===== src/rtl/serial_adder_pkg.sv =====
// Shared types and constants for the bit-serial adder.
package serial_adder_pkg;
    localparam int DEFAULT_WIDTH = 8;

    typedef enum logic [1:0] {
        IDLE  = 2'd0,
        SHIFT = 2'd1,
        DONE  = 2'd2
    } state_e;
endpackage


===== src/rtl/serial_adder_if.sv =====
// Request/result bundle between a serial_adder and its requester.
interface serial_adder_if
    import serial_adder_pkg::*;
#(
    parameter int WIDTH = DEFAULT_WIDTH
) ();
    logic             start;
    logic [WIDTH-1:0] a;
    logic [WIDTH-1:0] b;
    logic             ci;
    logic             busy;
    logic             done;
    logic [WIDTH-1:0] sum;
    logic             cout;

    modport master (output start, a, b, ci, input busy, done, sum, cout);
    modport slave  (input start, a, b, ci, output busy, done, sum, cout);
endinterface


===== src/rtl/serial_adder_full_adder.sv =====
// Single-bit full adder cell, reused once per clock by serial_adder.
module full_adder (
    input  logic a,
    input  logic b,
    input  logic ci,
    output logic s,
    output logic cout
);
    assign s    = a ^ b ^ ci;
    assign cout = (a & b) | (ci & (a ^ b));
endmodule


===== src/rtl/serial_adder.sv =====
// Bit-serial WIDTH-bit adder: one full_adder plus a registered carry, LSB first.
//   state | meaning
//   IDLE  | waiting for start
//   SHIFT | adding one bit per clock, busy=1
//   DONE  | one-cycle done pulse; a start here is accepted
module serial_adder
    import serial_adder_pkg::*;
#(
    parameter int WIDTH = DEFAULT_WIDTH
) (
    input  logic           clk,
    input  logic           rst_n,
    serial_adder_if.slave  bus
);
    localparam int CW = $clog2(WIDTH);
    localparam logic [CW-1:0] CNT_LAST = CW'(WIDTH - 1);

    state_e           state, state_nxt;
    logic [WIDTH-1:0] a_sr, b_sr;
    logic [WIDTH-2:0] sum_sr;
    logic [WIDTH-1:0] sum_q;
    logic             cout_q;
    logic             carry;
    logic [CW-1:0]    cnt;
    logic             fa_s, fa_cout;
    logic             last_bit, load;
    logic [WIDTH-1:0] sum_nxt;

    full_adder u_fa (
        .a    (a_sr[0]),
        .b    (b_sr[0]),
        .ci   (carry),
        .s    (fa_s),
        .cout (fa_cout)
    );

    assign last_bit = (state == SHIFT) && (cnt == CNT_LAST);
    assign load     = bus.start && (state != SHIFT);
    // New bit enters at the MSB so the LSB-first result lands aligned after WIDTH shifts.
    assign sum_nxt  = {fa_s, sum_sr};

    always_comb begin
        state_nxt = state;
        case (state)
            IDLE:    if (bus.start) state_nxt = SHIFT;
            SHIFT:   if (last_bit) state_nxt = DONE;
            DONE:    state_nxt = bus.start ? SHIFT : IDLE;
            default: state_nxt = IDLE;
        endcase
    end

    always_ff @(posedge clk) begin
        if (!rst_n) begin
            state  <= IDLE;
            a_sr   <= '0;
            b_sr   <= '0;
            sum_sr <= '0;
            sum_q  <= '0;
            cout_q <= 1'b0;
            carry  <= 1'b0;
            cnt    <= '0;
        end else begin
            state <= state_nxt;
            if (load) begin
                a_sr  <= bus.a;
                b_sr  <= bus.b;
                carry <= bus.ci;
                cnt   <= '0;
            end else if (state == SHIFT) begin
                a_sr   <= a_sr >> 1;
                b_sr   <= b_sr >> 1;
                carry  <= fa_cout;
                sum_sr <= sum_nxt[WIDTH-1:1];
                if (last_bit) begin
                    sum_q  <= sum_nxt;
                    cout_q <= fa_cout;
                end else begin
                    cnt <= cnt + 1'b1;
                end
            end
        end
    end

    assign bus.busy = (state == SHIFT);
    assign bus.done = (state == DONE);
    assign bus.sum  = sum_q;
    assign bus.cout = cout_q;
endmodule


===== src/flat_wrapper.sv =====
// flat-port wrapper written by rule: the top's interface ports become plain ports
module serial_adder_flat import serial_adder_pkg::*;
#(
    parameter int WIDTH = DEFAULT_WIDTH
)
  (clk, rst_n, bus_start, bus_a, bus_b, bus_ci, bus_busy, bus_done, bus_sum, bus_cout);
  serial_adder_if #(.WIDTH(WIDTH)) bus_i ();
  input  logic clk;
  input  logic rst_n;
  input wire logic [$bits(bus_i.start)-1:0] bus_start;
  input wire logic [$bits(bus_i.a)-1:0] bus_a;
  input wire logic [$bits(bus_i.b)-1:0] bus_b;
  input wire logic [$bits(bus_i.ci)-1:0] bus_ci;
  output wire logic [$bits(bus_i.busy)-1:0] bus_busy;
  output wire logic [$bits(bus_i.done)-1:0] bus_done;
  output wire logic [$bits(bus_i.sum)-1:0] bus_sum;
  output wire logic [$bits(bus_i.cout)-1:0] bus_cout;
  assign bus_i.start = bus_start;
  assign bus_i.a = bus_a;
  assign bus_i.b = bus_b;
  assign bus_i.ci = bus_ci;
  assign bus_busy = bus_i.busy;
  assign bus_done = bus_i.done;
  assign bus_sum = bus_i.sum;
  assign bus_cout = bus_i.cout;
  serial_adder #(.WIDTH(WIDTH)) u_core (.clk(clk), .rst_n(rst_n), .bus(bus_i));
endmodule

===== config.mk =====
export PLATFORM = sky130hd
export DESIGN_NAME = serial_adder_flat
export DESIGN_NICKNAME = d
export VERILOG_FILES = /design/src/rtl/serial_adder_pkg.sv /design/src/rtl/serial_adder_if.sv /design/src/rtl/serial_adder_full_adder.sv /design/src/rtl/serial_adder.sv /design/src/flat_wrapper.sv
export SDC_FILE = /design/constraint.sdc
export NUM_CORES = 1
export LEC_CHECK = 0
export BUFFER_PORTS_ARGS = -buffer_cell sky130_fd_sc_hd__buf_2
export CORE_MARGIN = 4
export CORE_UTILIZATION = 48
export CTS_CLUSTER_SIZE = 40
export DETAILED_ROUTE_END_ITERATION = 12
export PLACE_DENSITY = 0.74
export RECOVER_POWER = 50
export SLEW_MARGIN = 20
export SYNTH_ARGS = -nofsm -noshare
export SYNTH_HDL_FRONTEND = slang
export SYNTH_SLANG_ARGS = --single-unit

===== constraint.sdc =====
create_clock -name clk -period 1.4 [get_ports clk]
set_input_delay 0.21 -clock clk [delete_from_list [all_inputs] [get_ports clk]]
set_output_delay 0.21 -clock clk [all_outputs]
set_load 0.05 [all_outputs]

==> summary.txt <==
Yosys
  – Mapped Area: 0.00157 mm^2
  – Syn nets: 194
  – Post-synth EDFFs: 0
  – Yosys cell types: 23
  – Post-synth top area share: 0.485
  – Area contributors post-synth: dfxtp_1 (48%), mux2i_1 (11%), nand2_1 (8.6%), a211oi_1 (6.7%), a21oi_1 (6.1%)
  – Post-synth ARST share: 0
  – Avg Inst Size Synth: 9.18 um^2
  – Area share of fa/ha/maj cells after synthesis: 0.0287
  – Synth Area in XOR/XNOR: 0
  – Largest area contributor in the netlist: dfxtp_1
  – Post-synthesis register bit count: 38
  – Largest family of logic cells by synthesized area: simple AND/OR/NAND/NOR gates
  – Post-synthesis sequential area ratio: 0.485
  – Top_reg_cell synth: dfxtp_1
  – Compound-cell area share of the yosys netlist: 0.156
  – Cells after synthesis: 171
  – Mux contribution to synthesized area: 0.108
  – Post-Synth Simple-Gate Area: 0.160
  – Synth warnings: 0

Layout
  – Most frequent cells in the layout: nand2_1 (36), dfxtp_1 (34), buf_2 (20)
  – Nets: 231
  – Area grow syn2layout: 21.0%
  – Fillers: 272
  – Ratio of cells with drive above 1 in the final layout: 0.278
  – Commonest non-fill, non-tap cell in the layout: nand2_1
  – Ant. Diodes: 0
  – Core Util, Final: 0.617
  – Layout Cells excl Fill: 253

Placed design
  – Setup WS pre-CTS: -121 ps
  – Final GP Congestion: 0.728
  – Port bufs: 30
  – Post-detail-place hpwl: 2.34 mm
  – Cell count after placement: 244

Clock tree
  – Clock Root Buffer: clkbuf_4
  – CTS tree: built
  – Post-CTS Setup Bufs: 0
  – H-tree depth: 2
  – Clock buffer depth: 2
  – Cts bufs inserted: 5
  – Clock Sinks: 38
  – Reg clk slew, reported paths: 110 ps
  – Worst-skew pair later-pin latency: 330 ps

Timing
  – Max Clock Skew: 5.76 ps
  – Period utilization: 0.941
  – Hold Fails Final Rpt: 0
  – Slew HR: 0.815
  – Worst-Margin Slew: 275 ps
  – RSZ-0062 raised after global routing: no
  – Max-slew violations: 0
  – Post-route minimum period: 1320 ps
  – Finish-stage setup viols: 0
  – Setup ws final: 82.4 ps
  – Max Clk Rate: 759 MHz
  – Hold Slack: 118 ps

Global route
  – GR Util All Layers: 0.165
  – First-pass GRT wire length: 5.44 mm
  – Largest net degree at the start of global routing: 22
  – Total grt overflow: 0
  – Initial antenna violation count: 0
  – Number of global-route vias before repair: 1,235

Setup path
  – Type of origin of the critical path: register
  – CP Max Fanout: 7
  – Reg2reg path depth: 6
  – FF-to-FF End: u_core.bus.sum[0]
  – Worst r2r src: u_core.cnt[0]
  – R2r setup slk: 100 ps
  – Crit. End Element: output port
  – CP Class: register to output port
  – CP required: 1190 ps
  – Data arrival, critical path: 1110 ps

Routing
  – Antenna Nets Post-Route: 0
  – Drt pass-1 iters: 5
  – Vias: 1,328
  – Final wirelength: 3.21 mm
  – Residual DRC: 0
  – Vias/cell: 5.25
  – Initial DRC Count: 51
  – Post-DR wirelength/cell: 12.7 um

Floorplanning
  – Die area: 0.00425 mm^2
  – Rows: 20
  – Initial core utilization: 0.510
  – Chip width: 65.2 um
  – Die Y-Extent: 65.2 um
  – Ports: 31
  – CORE AREA: 0.00308 mm^2

Power
  – Leak Pwr: 0.800 nW
  – Maximum VDD drop: 0.743 mV
  – Power Dens Cells: 1050 mW/mm^2

Hold path
  – Hold path start: bus_a[7]
  – WHS Endpoint: u_core.a_sr[7]
  – Hold Path Class: input port to register
  – Min-Delay Path Depth: 3

Run status
  – Outcome: completed

Run
  – Max_cap viols: 0
==> what timing repair did <==
item	CTS	global route
resized for setup	8	12
cloned	1	0
endpoints found under the setup margin	14	14
pin swaps	2	0
hold buffers	0	0
==> worst max-delay path: stages, from the launching register on <==
cell and delay [ps]:
dfxtp_4 410, nor2b_1 190, buf_6 180
==> metrics by stage <==
| stage | TNS [ps] | total power, mW | area (um^2) |
|---|---|---|---|
| after floorplan | 0 | 1.37 | 1570 |
| after global placement | 0 | 1.43 | 1780 |
| after detailed placement | -988 | 1.44 | 1780 |
| after CTS | 0 | 2.02 | 1870 |
| after global routing | 0 | 2.11 | 1900 |
| final | 0 | 2.00 | 1900 |
==> routing by layer <==
| metal | share of wire | vias up | wire length, um | GRT usage |
|---|---|---|---|---|
| met3 | 0.060 | 4 | 192 | 0.0650 |
| met2 | 0.50 | 36 | 1610 | 0.288 |
| met5 | 0 | - | 0 | 0 |
| li1 | - | 666 | - | - |
| met1 | 0.43 | 622 | 1380 | 0.184 |
| met4 | 0.0078 | 0 | 25 | 0.0466 |
==> layout make-up <==
type                       instances  area, um^2  share of cell area
clock inverter                     1        5.00             0.00264
sequential                        38         768               0.405
inverter                           3        11.3             0.00593
timing repair buffer              40         248               0.131
multi-input combinational        120         756               0.398
tap                               44        55.1              0.0290
clock buffer                       7        55.1              0.0290
==> Yosys cell counts, types with 2 or more instances <==
cell type / number
buf_6: 4
a211oi_1: 14
a21oi_1: 19
nand2_1: 36
mux2i_1: 17
dfxtp_1: 38
a32oi_1: 2
buf_4: 4
nor2_1: 19
clkinv_1: 2
clkbuf_1: 3
ha_1: 2
==> cell families (layout without fill, tap and decap cells) <==
| group | Yosys count | after routing |
|---|---|---|
| mux | 17 | 17 |
| buf+inv | 14 | 51 |
| fa+ha+maj | 3 | 3 |
| flops | 38 | 38 |
| simple gates | 61 | 62 |
| compound gates | 38 | 38 |
==> worst max path at each step <==
| stage | startpoint | endpoint | slack (ps) | depth (start not counted) |
|---|---|---|---|---|
| floorplan | u_core.state[1] | u_core.sum_sr[0] | 6 | 5 |
| global placement | u_core.cnt[0] | u_core.bus.sum[1] | 30 | 5 |
| detailed placement | u_core.cnt[0] | u_core.bus.sum[0] | -120 | 5 |
| CTS | u_core.state[1] | bus_busy | 20 | 3 |
| global route | u_core.state[1] | bus_done | 4 | 2 |
| finish | u_core.state[1] | bus_done | 80 | 2 |
==> registers in the layout (all words and copies together), names as in the netlist <==
| name | flops |
|---|---|
| u_core.a_sr | 8 |
| u_core.sum_sr | 7 |
| u_core.bus.cout | 1 |
| u_core.bus.sum | 8 |
| u_core.state | 2 |
| u_core.b_sr | 8 |
| u_core.carry | 1 |
| u_core.cnt | 3 |
==> power by group <==
part	total (mW)	internal, mW	switching [mW]
combinational	0.254	0.119	0.135
clock	0.574	0.243	0.331
sequential	1.17	1.13	0.0377
total	2.00	1.50	0.503
(Power assumes the default switching activity.)
